===== src/rtl/timer_counter.sv =====
// Memory-mapped down-counting timer with CTRL/PRESET/COUNT registers and IRQ.
// Define TC_AUTORELOAD_EN to enable Mode 1 auto-reload; otherwise every mode is one-shot.
module timer_counter (
    input  logic        clk,
    input  logic        reset,
    input  logic [31:0] Addr,
    input  logic        WE,
    input  logic [31:0] Din,
    output logic [31:0] Dout,
    output logic        IRQ
);

    typedef enum logic [1:0] {
        IDLE = 2'd0,
        LOAD = 2'd1,
        CNT  = 2'd2,
        INT  = 2'd3
    } state_e;

    localparam logic [1:0] REG_CTRL   = 2'd0;
    localparam logic [1:0] REG_PRESET = 2'd1;
    localparam logic [1:0] REG_COUNT  = 2'd2;

    state_e      state_q, state_d;
    logic        ctrl_en_q, ctrl_en_d;
    logic [1:0]  ctrl_mode_q, ctrl_mode_d;
    logic        ctrl_im_q, ctrl_im_d;
    logic [31:0] preset_q, preset_d;
    logic [31:0] count_q, count_d;
    logic        irq_flag_q, irq_flag_d;
    logic        irq_q, irq_d;

    logic [1:0]  sel;
    logic        wr_ctrl;
    logic        wr_preset;
    logic        auto_mode;
    logic        unused_addr;

    assign sel         = Addr[3:2];
    assign wr_ctrl     = WE && (sel == REG_CTRL);
    assign wr_preset   = WE && (sel == REG_PRESET);
    assign unused_addr = ^{Addr[31:4], Addr[1:0]};

`ifdef TC_AUTORELOAD_EN
    assign auto_mode = (ctrl_mode_q == 2'd1);
`else
    assign auto_mode = 1'b0;
`endif

    always_comb begin
        state_d     = state_q;
        ctrl_en_d   = ctrl_en_q;
        ctrl_mode_d = ctrl_mode_q;
        ctrl_im_d   = ctrl_im_q;
        preset_d    = preset_q;
        count_d     = count_q;
        irq_flag_d  = irq_flag_q;

        // A sticky one-shot flag is acknowledged by any CTRL/PRESET write;
        // a terminal count in this same cycle re-sets it below.
        if ((wr_ctrl || wr_preset) && !auto_mode) begin
            irq_flag_d = 1'b0;
        end

        unique case (state_q)
            IDLE: begin
                if (ctrl_en_q) begin
                    state_d = LOAD;
                end
            end
            LOAD: begin
                count_d = preset_q;
                state_d = CNT;
            end
            CNT: begin
                if (!ctrl_en_q) begin
                    state_d = IDLE;
                end else if (count_q > 32'd1) begin
                    count_d = count_q - 32'd1;
                end else begin
                    count_d    = 32'd0;
                    state_d    = INT;
                    irq_flag_d = 1'b1;
                end
            end
            INT: begin
`ifdef TC_AUTORELOAD_EN
                if (auto_mode) begin
                    state_d    = LOAD;
                    irq_flag_d = 1'b0;
                end else begin
                    ctrl_en_d = 1'b0;
                    state_d   = IDLE;
                end
`else
                ctrl_en_d = 1'b0;
                state_d   = IDLE;
`endif
            end
            default: begin
                state_d = IDLE;
            end
        endcase

        // CPU writes come last so they win over the FSM clearing En.
        if (wr_ctrl) begin
            ctrl_en_d   = Din[0];
            ctrl_mode_d = Din[2:1];
            ctrl_im_d   = Din[3];
        end
        if (wr_preset) begin
            preset_d = Din;
        end

        irq_d = irq_flag_d & ctrl_im_d;
    end

    always_ff @(posedge clk) begin
        if (reset) begin
            state_q     <= IDLE;
            ctrl_en_q   <= 1'b0;
            ctrl_mode_q <= 2'd0;
            ctrl_im_q   <= 1'b0;
            preset_q    <= 32'd0;
            count_q     <= 32'd0;
            irq_flag_q  <= 1'b0;
            irq_q       <= 1'b0;
        end else begin
            state_q     <= state_d;
            ctrl_en_q   <= ctrl_en_d;
            ctrl_mode_q <= ctrl_mode_d;
            ctrl_im_q   <= ctrl_im_d;
            preset_q    <= preset_d;
            count_q     <= count_d;
            irq_flag_q  <= irq_flag_d;
            irq_q       <= irq_d;
        end
    end

    always_comb begin
        Dout = 32'd0;
        unique case (sel)
            REG_CTRL:   Dout = {28'd0, ctrl_im_q, ctrl_mode_q, ctrl_en_q};
            REG_PRESET: Dout = preset_q;
            REG_COUNT:  Dout = count_q;
            default:    Dout = 32'd0;
        endcase
    end

    assign IRQ = irq_q;

endmodule


===== config.mk =====
export PLATFORM = sky130hd
export DESIGN_NAME = timer_counter
export DESIGN_NICKNAME = d
export VERILOG_FILES = /design/src/rtl/timer_counter.sv
export SDC_FILE = /design/constraint.sdc
export NUM_CORES = 1
export LEC_CHECK = 0
export CORE_ASPECT_RATIO = 1.2
export CORE_MARGIN = 2
export CORE_UTILIZATION = 45
export DETAILED_ROUTE_END_ITERATION = 10
export GPL_TIMING_DRIVEN = 0
export PLACE_DENSITY = 0.74
export SLEW_MARGIN = 20
export SYNTH_ARGS = -nofsm -noshare
export SYNTH_HDL_FRONTEND = slang
export SYNTH_SLANG_ARGS = --single-unit

===== constraint.sdc =====
create_clock -name clk -period 5 [get_ports clk]
set_clock_uncertainty 0.15 [all_clocks]
set_input_delay 0.75 -clock clk [delete_from_list [all_inputs] [get_ports clk]]
set_output_delay 0.75 -clock clk [all_outputs]
set_load 0.1 [all_outputs]

==> results of run 1 <==
-- path summary, 6_finish.rpt --
check	startpoint	endpoint	slack, ns	cells after the start
hold reg to reg	preset_q[26]	preset_q[26]	0.32	2
setup / recovery	Addr[3]	Dout[22]	0.06	6
setup reg to reg	count_q[0]	count_q[26]	2.13	7
hold / removal	preset_q[26]	preset_q[26]	0.32	2
-- cells by family (layout without fill, tap and decap cells) --
family                   after synthesis  after routing
AO/OA/AOI/OAI                        185            185
adder cells (fa/ha/maj)                2              2
buffers and inverters                 57            139
flip-flops                            72             72
multiplexers                           7              7
AND/OR/NAND/NOR                      216            216
-- layout make-up --
| type | count | share of cell area (%) |
|---|---|---|
| repair buffers | 66 | 12.8 |
| clock buffers | 13 | 3.28 |
| clock inverters | 3 | 0.291 |
| well taps | 120 | 2.91 |
| plain buffers | 51 | 4.78 |
| flip-flops and latches | 72 | 28.0 |
| inverters | 6 | 0.437 |
| multi-input cells | 410 | 47.5 |
-- through the flow --
stage / instance area (sq um) / std cells
floorplan: 4160 / 539
global placement: 4970 / 725
detailed placement: 4970 / 725
CTS: 5160 / 741
global route: 5160 / 741
finish: 5160 / 741
-- layout by cell type (no fill, tap or decap), types with 6 or more instances in the layout --
master,Yosys,layout
a211oi_1,22,22
a31oi_1,8,8
clkbuf_8,0,12
mux2i_1,7,7
dfxtp_1,72,72
inv_1,6,6
o21ai_0,36,36
nor2_1,24,24
clkbuf_1,34,35
clkdlybuf4s50_1,0,66
nor3_1,8,8
nand4_1,15,15
a22o_1,29,29
buf_2,7,7
nand2_1,96,96
o21a_1,6,6
nor4_1,7,7
nand3_1,23,23
a21oi_1,58,58
-- routing by layer --
layer	vias up	part of all wire [%]	wire length [microns]
met3	41	9.2	1360
met5	-	0	0
met1	2205	39	5760
met2	277	48	7060
li1	2148	-	-
met4	0	3.5	520
-- registers in the layout (all words and copies together), names as in the netlist --
name         count
IRQ              1
count_q         32
ctrl_en_q        1
ctrl_im_q        1
ctrl_mode_q      2
irq_flag_q       1
preset_q        32
state_q          2
-- worst register-to-register path, stage by stage, from the launching register on --
cell and delay, ns:
dfxtp_1 0.38, inv_1 0.16, ha_1 0.24, nor3b_2 0.51
nand3_1 0.44, o41a_1 0.44, o211ai_1 0.30, a211oi_2 0.12
-- report_power, final --
part	switching [mW]	internal [mW]	total [mW]
Combinational	0.212	0.104	0.315
Sequential	0.0167	0.589	0.605
Clock	0.231	0.219	0.450
Total	0.459	0.911	1.37
==> flow_summary.toml, run 1 <==
[outcome]
status = "completed"

[logic_synthesis]
async_flop_share_pct = 0
netlist_top_cells_count = "nand2_1, dfxtp_1, a21oi_1"
ys.flop_type = "dfxtp_1"
synth_top_family_by_area = "compound AO/OA/AOI/OAI gates"
synth_xor_area_share_pct = 0
yosysMostFrequentCell = "nand2_1"
synth_largest_area_cell = "dfxtp_1"
synth.mux.area_fraction_pct = 1.68
synth-compound-area-share_pct = 29.1
yosysSeqAreaShare_pct = 34.6
yosys_register_bits = 72
ys_top_cells_by_area = "dfxtp_1, nand2_1, a21oi_1"
yosys_warnings = 0
synth_fa_ha_area_share_pct = 0.601
syn_nets = 608
avgSynthCellArea_sq_um = 7.72
synthCells = 539
syn_area_sq_um = 4160
synth.distinct_cells = 62
synth_edf_count = 0
yosys.area.top_type_share_pct = 34.6
yosys.area_share.simple_pct = 27.5

[power]
peakVddDrop_mv = 0.147
power_mw = 1.37
p_leak_nw = 1.73
power.density_nw_per_um2 = 266

[clock_network]
cts_setup_buffers = 0
path_clk_slew_ns = 0.07
cts_buffers = 9
cts.path.max_buffers = 2
holdBufCountCts = 0
tritoncts = "yes"
insertion_delay_ns = 0.37
ctsResizeCount = 0
htreeDepth = 3
clock-sinks = 72
ctsRootBufferMaster = "clkbuf_8"

[floorplanning]
die-width_microns = 91.8
row_count = 38
coreArea_sq_um = 9030
start_util_pct = 46.1
ios = 100
die_area_sq_um = 10000
fp.dieH_microns = 109

[layout]
seq_area_sq_um = 1440
post-route-util_pct = 57.1
drive_gt1_share_pct = 8.05
n_antenna_cell = 0
nNetsFinal = 685
fillers = 860
syn2layout_area_growth_pct = 23.9
multi_input_area_sq_um = 2450

[setup_path]
required_ns = 4.10
cpLargestDelayFamily = "buffers and inverters"
end_kind = "output pin"
path_class = "input port to output pin"
cp_common_cell = "clkbuf_1"
crit_arrival_ns = 4.04
slowest_delay_ns = 1.14
startpoint_type = "input port"
crit_path_top_delay_cell = "clkdlybuf4s50_1"
worst-path-buf-inv = 4
path_cells = "clkbuf_1 > nor2b_1 > clkbuf_1 > clkbuf_1 > a22o_1 > clkdlybuf4s50_1"
cp_max_fo = 10

[route]
ant_nets = 0
firstDrtPassIters = 5
post_drt_wl_per_cell_microns = 19.8
first_iter_violations = 505
drc = 0
viasPerCell = 6.30
vias = 4671
drt_wl_total_microns = 14700

[global_route]
grt_pass1_wl_microns = 22700
grt_busiest_layer = "met2"
grt_max_degree = 12
antenna_found_initial = 0
use_met2_pct = 48.1
grt_use_met3_pct = 5.96
overflow = 0
grt_usage_pct = 29.3
gr-usage-met1_pct = 36.3
grt_pass1_vias = 4357

[placed_design]
place_congestion = 0.960
dp_slack_ns = 0.153
place_hpwl_microns = 10200
port_buffers = 66

[timing]
drv_slew = 0
period_needed_ns = 4.94
holdWs_ns = 0.322
hold_violations = 0
tightest_slew_ns = 0.991
fmax_mhz = 203
grt_setup_unrepaired = "false"
tns_ns = 0
fin_crit_sh_pct = 98.7
slew_headroom_pct = 33.7
setup_viol = 0
setup_ws_ns = 0.0633

[flow_run]
cap_violations = 0

[min_path]
hold_path_class = "flop to flop"
No activity file was read; power rests on OpenSTA's default activity.
==> run 2: changes to the inputs <==
- CAP_MARGIN: not set -> 5
==> results of run 2 <==
Final layout, timing and power as in run 1 (identical DEF).
